### src/rtl/ulpi_pkg.sv
`default_nettype none
// ============================================================================
// Module   : ulpi_pkg
// Purpose  : Shared constants and state encoding for the ULPI packet framer.
// Revision : 1.0 - initial release
// ============================================================================
package ulpi_pkg;

   // Default record sync byte and field layout of the 16-bit INFO word
   localparam logic [7:0] SYNC_BYTE_DEF = 8'hA5;
   localparam int         CNT_W_DEF     = 10;
   localparam int         RXCMD_LSB     = 10;
   localparam int         PKT_CNT_W_DEF = 16;
   localparam int         INFO_W        = 16;

   // Framer state encoding
   typedef enum logic [3:0] {
      ST_IDLE      = 4'd0,
      ST_INFO_WAIT = 4'd1,
      ST_SYNC      = 4'd2,
      ST_HDR_HI    = 4'd3,
      ST_HDR_LO    = 4'd4,
      ST_DATA_RD   = 4'd5,
      ST_DATA_WAIT = 4'd6,
      ST_DATA_TX   = 4'd7,
      ST_CSUM      = 4'd8
   } state_t;

endpackage
`default_nettype wire

### src/rtl/ulpi_pkt_framer.sv
`default_nettype none
// ============================================================================
// Module   : ulpi_pkt_framer
// Purpose  : Drains ULPI INFO/DATA FIFOs and serialises each packet as a
//            framed record (SYNC, INFO hi, INFO lo, payload, XOR checksum)
//            onto a byte-wide valid/ready sink. Gates receiver ReadAllow
//            and keeps sticky overflow status plus a sent-record counter.
// Revision : 1.0 - initial release
// ============================================================================
module ulpi_pkt_framer
   import ulpi_pkg::*;
#(
   parameter logic [7:0] SYNC_BYTE = SYNC_BYTE_DEF,
   parameter int         CNT_W     = CNT_W_DEF,
   parameter int         PKT_CNT_W = PKT_CNT_W_DEF
) (
   input  logic                  clk_ULPI,
   input  logic                  rst,
   input  logic                  en,
   input  logic                  clr_ovf,
   output logic                  ReadAllow,
   output logic                  INFO_re,
   input  logic [INFO_W-1:0]     INFO_DATA,
   input  logic                  INFO_empty,
   input  logic                  INFO_full,
   output logic                  DATA_re,
   input  logic [7:0]            USB_DATA,
   input  logic                  DATA_empty,
   input  logic                  DATA_full,
   output logic [7:0]            tx_data,
   output logic                  tx_valid,
   input  logic                  tx_ready,
   output logic                  busy,
   output logic                  ovf,
   output logic [PKT_CNT_W-1:0]  pkt_cnt
);

   localparam logic [CNT_W-1:0]     REM_ONE = CNT_W'(1);
   localparam logic [PKT_CNT_W-1:0] PKT_ONE = PKT_CNT_W'(1);

   state_t              state;
   logic [INFO_W-1:0]   info_word;
   logic [CNT_W-1:0]    remaining;
   logic [7:0]          csum;
   logic                tx_accept;

   assign tx_accept = tx_valid && tx_ready;

   // Receiver gating and sticky overflow flag; a set outranks a clear
   always_ff @(negedge clk_ULPI or negedge rst) begin
      if (!rst) begin
         ReadAllow <= 1'b0;
         ovf       <= 1'b0;
      end else begin
         ReadAllow <= en && !INFO_full && !DATA_full;
         if ((INFO_full || DATA_full) && ReadAllow)
            ovf <= 1'b1;
         else if (clr_ovf)
            ovf <= 1'b0;
      end
   end

   // Record framer: every output is registered. Each byte is loaded while
   // tx_valid is low and dropped on acceptance, so the sink sees at most one
   // byte every two cycles. FIFO read data is registered by the FIFO on the
   // edge that sees the strobe, so the WAIT states sample it one edge later
   // (once the strobe has fallen).
   always_ff @(negedge clk_ULPI or negedge rst) begin
      if (!rst) begin
         state     <= ST_IDLE;
         busy      <= 1'b0;
         INFO_re   <= 1'b0;
         DATA_re   <= 1'b0;
         info_word <= '0;
         remaining <= '0;
         csum      <= '0;
         tx_data   <= '0;
         tx_valid  <= 1'b0;
         pkt_cnt   <= '0;
      end else begin
         INFO_re <= 1'b0;
         DATA_re <= 1'b0;
         case (state)
            ST_IDLE: begin
               if (!INFO_empty) begin
                  INFO_re <= 1'b1;
                  busy    <= 1'b1;
                  state   <= ST_INFO_WAIT;
               end
            end
            ST_INFO_WAIT: begin
               if (!INFO_re) begin
                  info_word <= INFO_DATA;
                  remaining <= INFO_DATA[CNT_W-1:0];
                  csum      <= '0;
                  state     <= ST_SYNC;
               end
            end
            ST_SYNC: begin
               if (!tx_valid) begin
                  tx_data  <= SYNC_BYTE;
                  tx_valid <= 1'b1;
               end else if (tx_accept) begin
                  tx_valid <= 1'b0;
                  state    <= ST_HDR_HI;
               end
            end
            ST_HDR_HI: begin
               if (!tx_valid) begin
                  tx_data  <= info_word[15:8];
                  tx_valid <= 1'b1;
                  csum     <= csum ^ info_word[15:8];
               end else if (tx_accept) begin
                  tx_valid <= 1'b0;
                  state    <= ST_HDR_LO;
               end
            end
            ST_HDR_LO: begin
               if (!tx_valid) begin
                  tx_data  <= info_word[7:0];
                  tx_valid <= 1'b1;
                  csum     <= csum ^ info_word[7:0];
               end else if (tx_accept) begin
                  tx_valid <= 1'b0;
                  state    <= (remaining != '0) ? ST_DATA_RD : ST_CSUM;
               end
            end
            ST_DATA_RD: begin
               // No timeout: an empty DATA FIFO simply stalls the record
               if (!DATA_empty) begin
                  DATA_re <= 1'b1;
                  state   <= ST_DATA_WAIT;
               end
            end
            ST_DATA_WAIT: begin
               if (!DATA_re) begin
                  tx_data  <= USB_DATA;
                  tx_valid <= 1'b1;
                  csum     <= csum ^ USB_DATA;
                  state    <= ST_DATA_TX;
               end
            end
            ST_DATA_TX: begin
               if (tx_accept) begin
                  tx_valid  <= 1'b0;
                  remaining <= remaining - REM_ONE;
                  state     <= (remaining == REM_ONE) ? ST_CSUM : ST_DATA_RD;
               end
            end
            ST_CSUM: begin
               if (!tx_valid) begin
                  tx_data  <= csum;
                  tx_valid <= 1'b1;
               end else if (tx_accept) begin
                  tx_valid <= 1'b0;
                  pkt_cnt  <= pkt_cnt + PKT_ONE;
                  busy     <= 1'b0;
                  state    <= ST_IDLE;
               end
            end
            default: begin
               tx_valid <= 1'b0;
               busy     <= 1'b0;
               state    <= ST_IDLE;
            end
         endcase
      end
   end

endmodule
`default_nettype wire

### config.mk
export PLATFORM = sky130hd
export DESIGN_NAME = ulpi_pkt_framer
export DESIGN_NICKNAME = d
export VERILOG_FILES = /design/src/rtl/ulpi_pkg.sv /design/src/rtl/ulpi_pkt_framer.sv
export SDC_FILE = /design/constraint.sdc
export NUM_CORES = 1
export LEC_CHECK = 0
export BUFFER_PORTS_ARGS = -buffer_cell sky130_fd_sc_hd__buf_2
export CORE_AREA = 2 2 117 96
export CTS_CLUSTER_SIZE = 10
export DETAILED_ROUTE_END_ITERATION = 8
export DIE_AREA = 0 0 119 98
export GPL_ROUTABILITY_DRIVEN = 0
export GPL_TIMING_DRIVEN = 0
export PLACE_DENSITY_LB_ADDON = 0.1
export SYNTH_ARGS = -nofsm -noshare
export SYNTH_HDL_FRONTEND = slang
export SYNTH_SLANG_ARGS = --single-unit
### constraint.sdc
create_clock -name clk_ULPI -period 1.98 [get_ports clk_ULPI]
set_clock_uncertainty 0.05 [all_clocks]
set_input_delay 0.099 -clock clk_ULPI [delete_from_list [all_inputs] [get_ports clk_ULPI]]
set_output_delay 0.099 -clock clk_ULPI [all_outputs]
set_load 0.1 [all_outputs]
---- Word level (Yosys, flattened, before mapping) ----
Cells that the tools add are included.
word-level totals
  flip-flop bits (word level) ............. 68
  input port bits ......................... 33
  output and inout bits ................... 30
  logic and storage cells ................. 114
cells by class
  add/subtract/negate cells ............... 2
  equality and inequality tests ........... 26
  mux-type cells .......................... 44
  bitwise operators ....................... 6
  reduce and logical (&&, ||, !) cells .... 24
operator list
  operator                 number
  $mux W8                  9
  $mux W4                  15
  $pmux W8 S5              1
  $pmux W4 S9              1
  $ne A2 B2 Y1 const B     17
  $pmux W8 S4              1
  $xor A8 B8 Y8            3
  $mux W10                 2
  $pmux W10 S2             1
  $add A16 B1 Y16 const B  1
  $eq A4 B3 Y1 const B     4
  $reduce_and A13 Y1       1
  $mux W1                  12
  $eq A10 B1 Y1 const B    1
  $reduce_bool A10 Y1      1
  $sub A10 B1 Y10 const B  1
  $reduce_and A3 Y1        3
  $eq A4 B2 Y1 const B     2
  $reduce_or A7 Y1         1
  $reduce_and A6 Y1        1
  $reduce_and A5 Y1        1
  $reduce_bool A5 Y1       1
  $eq A4 B1 Y1 const B     1
  $eq A4 B4 Y1 const B     1
  13 further kinds         20

---- Logic depth before layout (Yosys ltp) ----
Gate-level depths: netlist of the first run.
  word-level depth ........................ 5
  depth in mapped cells ................... 8
  gate-level depth less buffers ........... 7

==> results.yml, run 1 <==
run:
  max_cap_violations: 0
worst_setup_path:
  timing.critical_path.required_ns: 1.83
  reg2reg_from: "DATA_re"
  r2r_setup_slack_ns: -0.09
  crit_path_top_delay_cell: "dfrtn_1"
  timing.critical_path.slowest_cell_delay_ns: 0.48
  worst_ep_arrival_time_ns: 2.01
  worst_path_dominant_cell_family: "flip-flops"
  worst-path-buf-inv: 1
  worstSetupEndpointType: "output port"
  cp-startpoint: "DATA_re"
  worstPathCellList: "buf_12"
  reg2reg_depth: 7
  critical_setup_path_class: "reg -> out"
  path_max_fanout: 2
  worstSetupPathDepth: 1
  critPathCapture: "DATA_re"
  worst_setup_path_start_kind: "register"
  regToRegEndpoint: "remaining[4]"
logic_synthesis:
  synth_enable_flop_cells: 0
  flops_latches_synth: 68
  synth.avg_cell_area_um2: 9.77
  netlist_top_cells_area: "dfrtn_1 (47%), nand2_1 (7.0%), xnor2_1 (4.9%), nor2_1 (3.0%), mux2i_1 (2.5%)"
  synth_async_sr_flop_share_pct: 100
  post-synth-top-area-fraction_pct: 47.5
  synth_cell_types: 63
  synthesis.instances: 367
  yosys.area.top_type: "dfrtn_1"
  yosysSeqAreaShare_pct: 47.5
  synth.net_count: 403
  yosys_warnings: 0
  synth_flop_cell: "dfrtn_1"
  mappedNetlistArea_um2: 3590
cells_and_area:
  layout-drive-gt1-share_pct: 47.4
  layout.nets: 537
  area_growth_syn_to_layout_pct: 65.3
  layout.area.seq_um2: 1700
  final_cell_area_excluding_filler_cells_um2: 5930
  leading_cell_types_in_the_layout_fill_and_taps_excluded: "dfrtn_1 (68), buf_4 (56), nand2_1 (48)"
  antennaDiodeCount: 0
  layout.cells.most_common: "dfrtn_1"
  multi_input_comb_area_um2: 2180
  finalNonFillerCells: 650
  fillerInstances: 949
power_and_ir_drop:
  cellLeakagePower_nw: 2.62
  p_total_mw: 9.77
  power_density_nw_per_um2: 1650
  vdd.ir_drop.worst_mv: 0.682
floorplanning:
  die_area_um2: 11700
  design.portCount: 63
  die_h_um: 98
  core_area_um2: 10600
  floorplan.die.width_um: 119
  placement_rows: 34
  start_util_pct: 33.9
clock_tree:
  clk_latency_ns: 0.34
  cts_tree: "built"
  clkSlewWorstSetupHoldPaths_ns: 0.05
  numCtsBuffers: 9
  clock_path_buffers: 2
  cts_hold_repair.buffers: 0
  h-tree-depth: 3
  root_buffer: "clkbuf_16"
  clock_sinks: 68
grt:
  grt_antenna_before_repair: 0
  grt_first_pass_wirelength_mm: 17.1
  grt_pass1_vias: 3277
  globalRouteTotalUtil_pct: 18.7
  grt_overflow_total: 0
  grt_start_max_net_pins: 36
routing:
  drt_initial_violations: 139
  dr_total_vias: 3241
  drt_wl_cell_um: 16.5
  post_drt_via_cell_ratio: 4.99
  drt-pass1-iter-count: 4
  drc_violations: 0
  detail-route-antenna-nets: 0
  totalWireLength_mm: 10.7
run_status:
  failed_checks: "setup timing"
  status: "complete, but fails checks"
hold_path:
  holdCritPathClass: "reg -> reg"
sta:
  worst_slew_pin_slew_ns: 0.450
  finalSetupTns_ns: -5.98
  rsz_0062_raised_after_global_routing: "true"
  timing.max_slew.rel_slack_pct: 69.1
  post-route-worst-setup-slack_ns: -0.178
  drv_slew: 0
  setup_viol_count_final: 63
  timing.final.hold_violations: 0
place:
  portBuffers: 62
  numPlacedInstances: 574
  hpwl_mm: 7.02
  place_area_um2: 4230
-- metal layers --
metal  wire (µm)  part of all wire, %  GRT usage (%)  vias to the layer above
met5           0                    0              0                        -
li1            -                    -              -                     1590
met2        4740                   44           28.4                       49
met3         343                  3.2           4.09                       11
met1        5480                   51           26.9                     1591
met4         126                  1.2           5.59                        0
-- how the worst min path moves through the flow --
stage / endpoint / cells past startpoint / slack [ns] / start
final: info_word[0] / 2 / 0.39 / info_word[0]
after detailed placement: info_word[2] / 2 / 0.37 / info_word[2]
after CTS: info_word[2] / 2 / 0.38 / info_word[2]
after global placement: pkt_cnt[15] / 1 / 0.36 / pkt_cnt[15]
after global routing: info_word[2] / 2 / 0.43 / info_word[2]
after floorplan: info_word[1] / 2 / 0.35 / info_word[1]
-- area by class of cell --
type                            instances  share of cell area [%]
Multi-Input combinational cell        273                    36.8
Timing Repair Buffer                  126                    22.8
Clock inverter                          5                    1.41
Tap cell                              144                    3.04
Inverter                                7                   0.464
Clock buffer                           11                    4.26
Buffer                                 16                    2.49
Sequential cell                        68                    28.7
-- cells in the mapped netlist, types with 6 or more instances --
| cell | n |
|---|---|
| dfrtn_1 | 68 |
| nand2_1 | 67 |
| nor2_1 | 29 |
| xnor2_1 | 20 |
| nand3_1 | 14 |
| a21oi_1 | 10 |
| a22oi_1 | 10 |
| buf_2 | 9 |
| mux2i_1 | 9 |
| o211ai_1 | 8 |
| o22ai_1 | 7 |
| clkbuf_1 | 6 |
-- report_power, final --
group	internal [mW]	leakage (nW)	switching (mW)
clock	1.17	0.158	0.626
combinational	2.51	1.59	3.07
sequential	1.92	0.868	0.485
-- kinds of logic after synthesis --
logic type | share of synthesized area [%]
compound gates | 15.0
xor+xnor | 5.86
fa+ha+maj | 1.05
buf+inv | 3.56
flops | 47.5
mux | 4.40
simple gates | 22.7
-- timing repair --
item | CTS | global route
setup buffers | 45 | 16
endpoints found under the setup margin | 86 | 77
pin swaps | 13 | 35
cloned | 0 | 3
gates resized for setup | 142 | 77
-- state kept, by name, indices dropped and copies added, names as in the netlist --
| name | count |
|---|---|
| tx_valid | 1 |
| info_word | 16 |
| busy | 1 |
| pkt_cnt | 16 |
| remaining | 10 |
| csum | 8 |
| tx_data | 8 |
| ReadAllow | 1 |
| ovf | 1 |
| state | 4 |
| DATA_re | 1 |
| INFO_re | 1 |
-- metrics by stage --
| stage | worst slack (ns) | hold slack [ns] | utilization, % |
|---|---|---|---|
| finish | -0.178 | 0.392 | 56.0 |
| global route | -0.201 | 0.427 | 56.0 |
| CTS | -0.208 | 0.375 | 51.5 |
| detailed placement | -0.452 | 0.374 | 40.0 |
| global placement | -0.607 | 0.365 | 39.8 |
| floorplan | -0.368 | 0.352 | - |
No activity file was read; power rests on OpenSTA's default activity.
==> run 2, diff against run 1 <==
--- a/config.mk
+++ b/config.mk
@@ -6,13 +6,13 @@
 export NUM_CORES = 1
 export LEC_CHECK = 0
 export BUFFER_PORTS_ARGS = -buffer_cell sky130_fd_sc_hd__buf_2
-export CORE_AREA = 2 2 117 96
+export CORE_AREA = 2 2 134 84
 export CTS_CLUSTER_SIZE = 10
 export DETAILED_ROUTE_END_ITERATION = 8
-export DIE_AREA = 0 0 119 98
+export DIE_AREA = 0 0 136 86
 export GPL_ROUTABILITY_DRIVEN = 0
 export GPL_TIMING_DRIVEN = 0
-export PLACE_DENSITY_LB_ADDON = 0.1
+export PLACE_DENSITY = 0.6
 export SYNTH_ARGS = -nofsm -noshare
 export SYNTH_HDL_FRONTEND = slang
 export SYNTH_SLANG_ARGS = --single-unit
==> run 2 against run 1 <==
The run still ends with setup timing left. Clock power about the same. Sequential share of layout area down 0.63 points. Critical path depth unchanged. First-iteration DRC count up 86%. Global-route usage up 1.2 points. Total power up 6.5%. Register-to-register slack worse by 0.06 ns. Combinational power up 10%. Cell count up 0.15%. Critical path type unchanged. Critical endpoint is now tx_data[6]. Largest power group unchanged.
==> results.yml, run 2 (synthesized netlist as in run 1, its figures left out) <==
cells_and_area:
  antennaDiodeCount: 0
  top_regs: "info_word (16), pkt_cnt (16), remaining (10)"
  layout.area.seq_um2: 1700
  leading_cell_types_in_the_layout_fill_and_taps_excluded: "dfrtn_1 (68), buf_4 (62), nand2_1 (46)"
  area_growth_syn_to_layout_pct: 69.0
  layout.cells.most_common: "dfrtn_1"
  final_cell_area_excluding_filler_cells_um2: 6060
  layout-drive-gt1-share_pct: 51.2
  multi_input_comb_area_um2: 2270
  layout.nets: 543
  fillerInstances: 875
place:
  place_area_um2: 4210
  portBuffers: 62
  hpwl_mm: 6.98
  pre_cts_ws_ns: -0.467
hold_path:
  min-delay-start: "info_word[6]"
  hold_path_depth: 2
  holdCritPathClass: "reg -> reg"
routing:
  post_drt_via_cell_ratio: 5.32
  routedLengthMet1_mm: 5.80
  drt-pass1-iter-count: 5
  routed-wl-met2_mm: 5.33
  drt_initial_violations: 259
  totalWireLength_mm: 11.8
  drt_wl_cell_um: 18.2
  dr_total_vias: 3463
  drc_violations: 0
  detail-route-antenna-nets: 0
  highest_layer: "met4"
  met3_length_um: 581
power_and_ir_drop:
  p_sw_share_pct: 42.8
  power_density_nw_per_um2: 1720
  p_total_mw: 10.4
  vdd.ir_drop.worst_mv: 1.22
  switchingPower_mw: 4.45
  fraction_of_power_consumed_by_combinational_cells_pct: 59.1
  clock_power_share_pct: 17.4
  share_seq_of_total_power_pct: 23.5
  cellLeakagePower_nw: 2.67
  p_int_mw: 5.95
sta:
  timing.max_slew.rel_slack_pct: 39.5
  setup_viol_count_final: 52
  post-route-worst-setup-slack_ns: -0.176
  drv_slew: 0
  worst_slew_pin_slew_ns: 0.907
  rsz_0062_raised_after_global_routing: "true"
  timing.final.hold_violations: 0
worst_setup_path:
  reg2reg_from: "DATA_re"
  regToRegEndpoint: "remaining[2]"
  worst_ep_arrival_time_ns: 2.01
  timing.critical_path.slowest_cell_delay_ns: 0.48
  worst_path_dominant_cell_family: "flip-flops"
  path_max_fanout: 2
  worst_setup_path_start_kind: "register"
  worst-path-buf-inv: 1
  r2r_setup_slack_ns: -0.15
  worstSetupEndpointType: "output port"
  critical_setup_path_class: "reg -> out"
  worstPathCellList: "buf_12"
  critPathCapture: "tx_data[6]"
  timing.critical_path.required_ns: 1.83
  crit_path_top_delay_cell: "dfrtn_1"
  cp-startpoint: "tx_data[6]"
  worstSetupPathDepth: 1
  reg2reg_depth: 7
run_status:
  status: "complete, but fails checks"
  failed_checks: "setup timing"
clock_tree:
  numCtsBuffers: 9
  clock_path_buffers: 2
  cts_tree: "built"
  clk_latency_ns: 0.34
  root_buffer: "clkbuf_16"
  cts_hold_repair.buffers: 0
  h-tree-depth: 3
  clkSlewWorstSetupHoldPaths_ns: 0.04
  clock_sinks: 68
floorplanning:
  floorplan.die.width_um: 136
  die_h_um: 86
  core_area_um2: 10400
  placement_rows: 29
  die_area_um2: 11700
  start_util_pct: 34.6
  design.portCount: 63
grt:
  grt_overflow_total: 0
  grt_pass1_vias: 3429
  grt_start_max_net_pins: 69
  globalRouteTotalUtil_pct: 19.9
  grt_first_pass_wirelength_mm: 17.9
  grt_antenna_before_repair: 0
run:
  max_cap_violations: 0
==> run 2: layout make-up <==
| cell class | instances | area share [%] |
|---|---|---|
| well taps | 139 | 2.87 |
| plain buffers | 16 | 2.89 |
| multi-input cells | 273 | 37.4 |
| clock inverters | 3 | 1.12 |
| clock buffers | 13 | 4.46 |
| repair buffers | 132 | 22.7 |
| flip-flops and latches | 68 | 28.1 |
| inverters | 7 | 0.454 |
==> run 2: per-stage QoR <==
| stage | hold WS, ns | TNS, ns | instances | util (%) |
|---|---|---|---|---|
| global route | 0.418 | -8.49 | 651 | 58.4 |
| global placement | 0.368 | -44.13 | 568 | 40.5 |
| floorplan | 0.352 | -19.33 | 367 | - |
| detailed placement | 0.374 | -11.51 | 568 | 40.5 |
| finish | 0.395 | -6.19 | 651 | 58.4 |
| CTS | 0.381 | -5.37 | 619 | 52.1 |
==> run 2: worst min path at each step <==
stage                   end  slack [ns]
5_1_grt        info_word[6]        0.42
4_1_cts        info_word[6]        0.38
3_5_place_dp   info_word[7]        0.37
3_3_place_gp   info_word[0]        0.37
6_report       info_word[6]        0.39
2_1_floorplan  info_word[1]        0.35
==> run 2: power by group through the flow <==
stage / Clock (mW) / Sequential, mW / Combinational, mW
6_report: 1.81 / 2.45 / 6.15
5_1_grt: 1.89 / 2.51 / 6.53
4_1_cts: 1.83 / 2.34 / 4.86
3_5_place_dp: 0 / 2.30 / 3.91
3_3_place_gp: 0 / 2.28 / 3.83
2_1_floorplan: 0 / 2.94 / 2.38
==> run 2: repair_timing <==
item | in CTS | in global routing
resized for setup | 154 | 93
setup buffers | 34 | 33
pin swaps | 26 | 28
cloned | 3 | 1
setup endpoints to repair | 84 | 79
==> run 2: layer usage <==
metal / GRT usage, % / up-vias
li1: - / 1602
met1: 29.1 / 1740
met2: 29.2 / 108
met3: 5.02 / 13
met4: 5.59 / 0
met5: 0 / -
